**src/rtl/uart_tx_fifo.sv**
```systemverilog
// Buffered UART transmitter: a DEPTH-entry byte FIFO feeding an 8N1 / 8O1 / 8E1 serialiser.
// Bytes are popped straight from the FIFO head, so back-to-back frames need no idle gap.
module uart_tx_fifo #(
  parameter int CLK_FREQ = 50_000_000,
  parameter int BAUD     = 115200,
  parameter int DEPTH    = 16,
  parameter int PARITY   = 0
) (
  input  logic                     clk,
  input  logic                     rst,
  input  logic                     wr_en,
  input  logic [7:0]               wr_data,
  output logic                     full,
  output logic [$clog2(DEPTH):0]   count,
  output logic                     overflow,
  output logic                     busy,
  output logic                     tx
);

  localparam int BAUD_DIV = CLK_FREQ / BAUD;
  localparam int AW       = $clog2(DEPTH);
  localparam int CW       = $clog2(BAUD_DIV);

  localparam logic [CW-1:0] BAUD_LAST = CW'(BAUD_DIV - 1);
  localparam logic [CW-1:0] BAUD_ONE  = CW'(1);
  localparam logic [AW:0]   CNT_FULL  = (AW + 1)'(DEPTH);
  localparam logic [AW:0]   CNT_ONE   = (AW + 1)'(1);
  localparam logic [AW-1:0] PTR_ONE   = AW'(1);

  localparam logic [2:0] S_IDLE  = 3'd0;
  localparam logic [2:0] S_START = 3'd1;
  localparam logic [2:0] S_DATA  = 3'd2;
  localparam logic [2:0] S_PAR   = 3'd3;
  localparam logic [2:0] S_STOP  = 3'd4;

  logic [7:0]    mem [DEPTH];
  logic [AW-1:0] wr_ptr_reg, wr_ptr_next;
  logic [AW-1:0] rd_ptr_reg, rd_ptr_next;
  logic [AW:0]   count_reg, count_next;
  logic          overflow_reg, overflow_next;

  logic [2:0]    state_reg, state_next;
  logic [CW-1:0] baud_cnt_reg, baud_cnt_next;
  logic [2:0]    bit_idx_reg, bit_idx_next;
  logic [7:0]    shift_reg, shift_next;
  logic          parity_reg, parity_next;
  logic          tx_reg, tx_next;

  logic          full_int;
  logic          push;
  logic          pop;
  logic          load;
  logic          baud_end;
  logic [7:0]    head;

  // Full is taken from the registered count, so a pop on the same edge never frees a slot early.
  assign full_int = (count_reg == CNT_FULL);
  assign push     = wr_en && !full_int;
  assign baud_end = (baud_cnt_reg == BAUD_LAST);
  // Head is read combinationally so the pop edge can load the shifter directly.
  assign head     = mem[rd_ptr_reg];

  always_ff @(posedge clk) begin
    if (push) begin
      mem[wr_ptr_reg] <= wr_data;
    end
  end

  always_comb begin
    state_next    = state_reg;
    baud_cnt_next = baud_end ? '0 : baud_cnt_reg + BAUD_ONE;
    bit_idx_next  = bit_idx_reg;
    shift_next    = shift_reg;
    parity_next   = parity_reg;
    tx_next       = tx_reg;
    load          = 1'b0;

    case (state_reg)
      S_IDLE: begin
        baud_cnt_next = '0;
        tx_next       = 1'b1;
        if (count_reg != '0) begin
          load = 1'b1;
        end
      end
      S_START: begin
        if (baud_end) begin
          state_next   = S_DATA;
          tx_next      = shift_reg[0];
          bit_idx_next = '0;
        end
      end
      S_DATA: begin
        if (baud_end) begin
          if (bit_idx_reg == 3'd7) begin
            if (PARITY != 0) begin
              state_next = S_PAR;
              tx_next    = parity_reg;
            end else begin
              state_next = S_STOP;
              tx_next    = 1'b1;
            end
          end else begin
            shift_next   = {1'b0, shift_reg[7:1]};
            tx_next      = shift_reg[1];
            bit_idx_next = bit_idx_reg + 3'd1;
          end
        end
      end
      S_PAR: begin
        if (baud_end) begin
          state_next = S_STOP;
          tx_next    = 1'b1;
        end
      end
      S_STOP: begin
        if (baud_end) begin
          if (count_reg != '0) begin
            load = 1'b1;
          end else begin
            state_next = S_IDLE;
            tx_next    = 1'b1;
          end
        end
      end
      default: begin
        state_next = S_IDLE;
        tx_next    = 1'b1;
      end
    endcase

    // Common frame launch from IDLE or straight out of STOP.
    if (load) begin
      shift_next    = head;
      parity_next   = (PARITY == 1) ? ~^head : ^head;
      state_next    = S_START;
      tx_next       = 1'b0;
      baud_cnt_next = '0;
    end
  end

  assign pop = load;

  always_comb begin
    wr_ptr_next   = push ? wr_ptr_reg + PTR_ONE : wr_ptr_reg;
    rd_ptr_next   = pop  ? rd_ptr_reg + PTR_ONE : rd_ptr_reg;
    overflow_next = overflow_reg | (wr_en & full_int);
    case ({push, pop})
      2'b10:   count_next = count_reg + CNT_ONE;
      2'b01:   count_next = count_reg - CNT_ONE;
      default: count_next = count_reg;
    endcase
  end

  always_ff @(posedge clk or negedge rst) begin
    if (!rst) begin
      wr_ptr_reg   <= '0;
      rd_ptr_reg   <= '0;
      count_reg    <= '0;
      overflow_reg <= 1'b0;
      state_reg    <= S_IDLE;
      baud_cnt_reg <= '0;
      bit_idx_reg  <= '0;
      shift_reg    <= '0;
      parity_reg   <= 1'b0;
      tx_reg       <= 1'b1;
    end else begin
      wr_ptr_reg   <= wr_ptr_next;
      rd_ptr_reg   <= rd_ptr_next;
      count_reg    <= count_next;
      overflow_reg <= overflow_next;
      state_reg    <= state_next;
      baud_cnt_reg <= baud_cnt_next;
      bit_idx_reg  <= bit_idx_next;
      shift_reg    <= shift_next;
      parity_reg   <= parity_next;
      tx_reg       <= tx_next;
    end
  end

  assign full     = full_int;
  assign count    = count_reg;
  assign overflow = overflow_reg;
  assign busy     = (state_reg != S_IDLE);
  assign tx       = tx_reg;

endmodule
```
**config.mk**
```make
export PLATFORM = sky130hd
export DESIGN_NAME = uart_tx_fifo
export DESIGN_NICKNAME = d
export VERILOG_FILES = /design/src/rtl/uart_tx_fifo.sv
export SDC_FILE = /design/constraint.sdc
export NUM_CORES = 1
export LEC_CHECK = 0
export ABC_CLOCK_PERIOD_IN_PS = 2600
export CAP_MARGIN = 20
export CORE_MARGIN = 2
export CORE_UTILIZATION = 55
export DETAILED_ROUTE_END_ITERATION = 12
export PLACE_DENSITY_LB_ADDON = 0.25
export SKIP_LAST_GASP = 1
export SLEW_MARGIN = 20
export SYNTH_ARGS = -nofsm -noshare
export SYNTH_HDL_FRONTEND = slang
export SYNTH_SLANG_ARGS = --single-unit
```
**constraint.sdc**
```tcl
create_clock -name clk -period 2.6 [get_ports clk]
set_input_delay 0.26 -clock clk [delete_from_list [all_inputs] [get_ports clk]]
set_output_delay 0.26 -clock clk [all_outputs]
set_load 0.05 [all_outputs]
```
Yosys cells after proc, flatten, opt, wreduce, memory -nomap -nowiden --
Memories as Yosys holds them, arrays and structs flattened. Cells that the tools add are included.
Storage, ports and cells: output and inout bits 9, bits in registers 38, memory bits (writable) 128, input port bits 11, logic and storage cells 84, memories kept 1
Memory list:
- mem | depth 16, bits a word 8, read ports 1, clocked after Yosys merged registers in 0, wr ports 1, RTL line 36 | logic [7:0] mem [DEPTH];
Operators by class: equal/unequal tests 20, multiplexer cells 33, $add $sub $neg 6, bitwise logic cells 2, reduce and logical (&&, ||, !) cells 13
Operator list (number):
- 8-bit 2-to-1 mux | 4
- 3-bit 2-to-1 mux | 10
- 9-bit 2-to-1 mux | 3
- 3-bit != test, second input constant | 6
- 3-bit case mux with 5 select lines | 1
- 1-bit 2-to-1 mux | 11
- 2-bit != test, second input constant | 5
- 5-bit case mux with 2 select lines | 1
- 9-bit by 1-bit adder with 9-bit output, second input constant | 1
- 9-bit equality test, second input constant | 1
- 4-bit by 1-bit adder with 4-bit output, second input constant | 2
- 2-bit nonzero test | 4
- 7-bit AND reduction | 1
- 3-bit by 2-bit equality test with 1-bit output, second input constant | 2
- 3-bit equality test, second input constant | 2
- 3-bit case mux with 2 select lines | 1
- 5-bit by 1-bit adder with 5-bit output, second input constant | 1
- 5-bit equality test, second input constant | 1
- 5-bit AND reduction | 1
- 5-bit nonzero test | 1
- 5-bit by 1-bit subtractor with 5-bit output, second input constant | 1
- 1-bit case mux with 4 select lines | 1
- 4-bit AND reduction | 1
- 3-bit by 1-bit adder with 3-bit output, second input constant | 1
- 11 further kinds | 11

Longest topological paths before layout --
depth after elaboration 6, gate-level depth with buffers 15, depth with buffers taken out 13

Worst setup path before layout --
Ideal clock, no wire load.
path type register to register, start reg count_reg[1] (netlist: count[1]), end reg count_reg[4] (netlist: count[4]), data arrival time 2.947 ns, period minus slack after synthesis 3.094 ns, setup slack -0.494 ns, cell stages (with the launch flop) 15, path buffers 3, path through dfrtp_1 -> buf_6 -> or4_4 -> o21ai_2 -> or2_4 -> buf_12 -> inv_8 -> ha_1 -> clkbuf_1 -> xor2_1 -> ha_1 -> and3b_1 -> o21ai_0 -> a21oi_1 -> xor2_1
On the way: word-level cells in the longest chain between the ends 6, elaborated cells between the ends (all ways) 13
RTL lines:
- start: declaration | RTL line 39 | logic [AW:0] count_reg, count_next;
- start signal: assignment | RTL line 170 | count_reg <= count_next;
- 5-bit nonzero test * | RTL line 82, 118
- 1-bit 2-to-1 mux * | RTL line 82, 118
- 1-bit 2-to-1 mux | RTL line 117 | if (baud_end) begin
- 1-bit case mux with 2 select lines * | RTL line 78 | case (state_reg)
- named net load | RTL line 52 | logic load;
- 2-bit by 1-bit equality test with 1-bit output / 2-bit equality test (equally long branches) | RTL line 148 | case ({push, pop})
- 5-bit case mux with 2 select lines / 2-bit nonzero test (equally long branches)
The timed path passes the listed nets; every way through them passes the cells marked *. A chain may end at the register's enable or synchronous reset.

Worst setup path in the final report --
Same ends and word-level chain as after synthesis.

==> flow_summary.ini <==
[power]
total_power_mw = 9.23
power_per_cell_area_nw_per_um2 = 1130
power_leakage_nw = 3.00
vdd_drop_max_v = 0.000717

[global_route]
grt_antenna_before_repair = 0
grt_pass1_wl_um = 20200
pin_count_of_the_biggest_net_entering_global_routing = 39
first_global_vias = 3707
sum_of_overflow_across_all_layers_after_global_routing = 0
track_usage_pct = 20.9

[synth]
ys_async_sr_fraction_pct = 22.9
net_count_of_the_mapped_netlist = 422
synth_warnings = 0
yosysSeqAreaShare_pct = 68.8
synthAdderAreaFrac_pct = 2.16
post_synth_instance_area_sq_um = 6970
synth_top_family_by_area = multiplexers
synth_top_cells_by_area = sky130_fd_sc_hd__edfxtp_1 55%, sky130_fd_sc_hd__dfrtp_1 13%, sky130_fd_sc_hd__mux4_2 10%, sky130_fd_sc_hd__mux2i_1 4.6%, sky130_fd_sc_hd__ha_1 2.2%
synth.area.mux_share_pct = 16.6
synth-xor-area-share_pct = 2.26
post_synth.cell_area_avg_sq_um = 17.5
post-synth-top-area-fraction_pct = 55.2
ys_types = 49
yosys.area.top_type = sky130_fd_sc_hd__edfxtp_1
synth_simple_gate_area_share_pct = 5.17
count_of_flip_flops_with_a_built_in_enable_after_synthesis = 128
yosys_register_bits = 166
syn-instance-count = 399
synth_compound_gate_area_share_pct = 2.64
synth_flop_cell = sky130_fd_sc_hd__edfxtp_1

[timing]
final_setup_violations = 0
min_period_over_period_pct = 96.6
number_of_endpoints_with_negative_hold_slack_in_the_final_report = 0
worstMarginPinSlew_ns = 0.846
slew-limit-headroom_pct = 43.6
clock.fmax_mhz = 398
clock-skew-final_ns = 0.00977
timing_max_transition_violations_final = 0
fin_setup_tns_ns = 0
period_minus_slack_ns = 2.51

[min_path]
hp-start = overflow
min_path_type = reg -> reg
hold_path_end = overflow
whs_path_depth = 1

[cts]
cts_htree_levels = 4
cts_tree = yes
cts.sinks = 166
number_of_cts_inserted_buffers = 17
clk_pin_slew_ns = 0.07
cts_buffer_depth = 2
clock_tree.root_cell = sky130_fd_sc_hd__clkbuf_16
insertion_delay_ns = 0.42

[worst_setup_path]
setup.worst_path.end_class = flip-flop
cpMaxStageDelayCell = sky130_fd_sc_hd__or4_4
worstPathMaxFanout = 5
crit_chain = or4_4 -> o21ai_4 -> or2_4 -> inv_8 -> ha_4 -> xor2_2 -> ha_2 -> and3b_1 -> o21ai_1 -> a21oi_2 -> xor2_1
crit-reg2reg-capture = count[4]
timing.reg2reg.setup_slack_ns = 0.09
start_kind = flip-flop
worstPathArrival_ns = 2.81
reg2reg_from = count[1]
cp_slowest_stage_delay_ns = 0.56
worst_ep_required_time_ns = 2.90
criticalPathCategory = reg -> reg
reg2reg_depth = 11

[detailed_routing]
finalWirelength_um = 12600
detail_route.iter0.violations = 274
drt_drc_violations_left = 0
drt-pass1-iter-count = 6
post_drt_wl_per_cell_um = 19.8
final_antenna_net_count = 0
via_count = 3514
drt-vias-per-instance = 5.53

[placement]
placed_cell_area_sq_um = 7510
count_of_buffers_from_port_buffering = 19
place_hpwl_um = 8080
routabilityCongestion = 0.851

[floorplan]
start_util_pct = 55.7
design.core.area_sq_um = 12500
fp.dieArea_sq_um = 13600
die_extent_in_y_um = 117
die_width_um = 117
num_rows = 41
ios = 20

[final_layout]
diodes_inserted = 0
flow.area_growth_from_synthesis_pct = 16.8
cell_area_after_layout_sq_um = 8140
largest_register_ffs = 128
drive_above_1_share_pct = 26.7
number_of_nets_in_the_layout = 474
final.fill_count = 891

[outcome]
run_status = complete, no violations

[flow_run]
drv.max_cap_violation_count = 0
-- layer usage --
layer | up-vias | track usage [%] | share of wire, %
li1 | 1650 | - | -
met4 | 0 | 7.69 | 0.95
met2 | 77 | 33.8 | 51
met1 | 1775 | 27.1 | 44
met3 | 12 | 6.43 | 4.3
met5 | - | 0 | 0
-- cell usage after synthesis, drive strengths merged (8+ instances only) --
| library cell | instances |
|---|---|
| edfxtp | 128 |
| nor3 | 8 |
| nand2 | 13 |
| xnor2 | 8 |
| buf | 15 |
| inv | 11 |
| mux2i | 32 |
| xor2 | 10 |
| mux4 | 32 |
| dfrtp | 37 |
| a21oi | 8 |
| ha | 12 |
| nor2 | 23 |
| o21ai | 10 |
| mux2 | 10 |
-- worst max path at each step --
stage / startpoint / endpoint / slack, ns
floorplan: count[1] / count[4] / -0.32
global placement: count[1] / count[4] / 0.16
detailed placement: baud_cnt_reg[0] / count[4] / 0.02
CTS: baud_cnt_reg[1] / count[4] / 0.02
global route: count[1] / count[4] / -0.004
finish: count[1] / count[4] / 0.09
-- layout make-up --
cell class	instances	area, sq um	share of cell area, %
Clock buffer	17	425	5.23
Clock inverter	15	143	1.75
Inverter	11	48.8	0.600
Multi-Input combinational cell	203	2060	25.3
Sequential cell	166	4800	59.0
Tap cell	172	215	2.64
Timing Repair Buffer	52	447	5.49
-- logic make-up after synthesis --
kind of cell             count (synthesis)
flip-flops                             166
multiplexers                            74
AND/OR/NAND/NOR                         70
buffers and inverters                   30
AO/OA/AOI/OAI                           29
XOR/XNOR                                18
adder cells (fa/ha/maj)                 12
-- placed cells by master (no fill, tap or decap), types with 2 or more instances in the layout --
cell	synthesis	layout
sky130_fd_sc_hd__nor2_1	23	23
sky130_fd_sc_hd__xnor2_1	8	8
sky130_fd_sc_hd__mux2_2	9	9
sky130_fd_sc_hd__or3_1	3	3
sky130_fd_sc_hd__and3b_1	2	2
sky130_fd_sc_hd__nor3b_1	2	2
sky130_fd_sc_hd__nor2b_1	3	3
sky130_fd_sc_hd__edfxtp_1	128	128
sky130_fd_sc_hd__nor3_1	8	8
sky130_fd_sc_hd__a22o_1	2	2
sky130_fd_sc_hd__a21oi_1	8	5
sky130_fd_sc_hd__xor2_1	10	9
sky130_fd_sc_hd__clkinvlp_4	0	2
sky130_fd_sc_hd__clkinv_4	0	2
sky130_fd_sc_hd__clkinv_2	0	2
sky130_fd_sc_hd__inv_1	10	10
sky130_fd_sc_hd__dfrtp_1	37	34
sky130_fd_sc_hd__clkbuf_16	0	17
sky130_fd_sc_hd__nand3_1	4	4
sky130_fd_sc_hd__mux4_2	32	32
sky130_fd_sc_hd__nand4_1	2	2
sky130_fd_sc_hd__a21oi_2	0	3
sky130_fd_sc_hd__o21ai_0	9	8
sky130_fd_sc_hd__nand2_1	13	13
sky130_fd_sc_hd__inv_6	0	5
sky130_fd_sc_hd__mux2i_1	32	32
sky130_fd_sc_hd__clkdlybuf4s50_1	0	17
sky130_fd_sc_hd__dfrtp_2	0	3
sky130_fd_sc_hd__buf_4	3	31
sky130_fd_sc_hd__inv_8	1	3
sky130_fd_sc_hd__nand2b_1	2	2
sky130_fd_sc_hd__ha_1	12	10
-- power breakdown --
group          leakage [nW]  switching [mW]  internal, mW
logic                  1.10            1.65          1.52
registers              1.62           0.338          3.32
clock network         0.276            1.07          1.34
-- through the flow --
stage / setup slack, ns / instances / util, % / hold WS (ns)
global route: -0.00412 / 636 / 65.0 / 0.479
detailed placement: 0.0232 / 600 / 60.0 / 0.408
finish: 0.0880 / 636 / 65.0 / 0.457
global placement: 0.161 / 600 / 60.0 / 0.416
CTS: 0.0180 / 633 / 64.6 / 0.450
floorplan: -0.317 / 399 / - / -0.0356
-- worst max-delay path, delay by kind of cell (launching register included) --
family / cells / cell delay, ns
AOI/OAI and AO/OA: 3 / 0.38
adders and majority gates: 2 / 0.37
and+or+nand+nor: 3 / 0.89
xor gates and xnor gates: 2 / 0.28
DFF: 1 / 0.40
buffers and inverters: 1 / 0.04
-- what timing repair did --
| item | in CTS | in global routing |
|---|---|---|
| setup buffers | 0 | 3 |
| endpoints found under the setup margin | 1 | 2 |
| hold endpoints to repair | 37 | 0 |
| hold buffers | 1 | 0 |
| pin swaps | 0 | 5 |
| resized for setup | 1 | 6 |
Power figures use the tool's default switching activity.
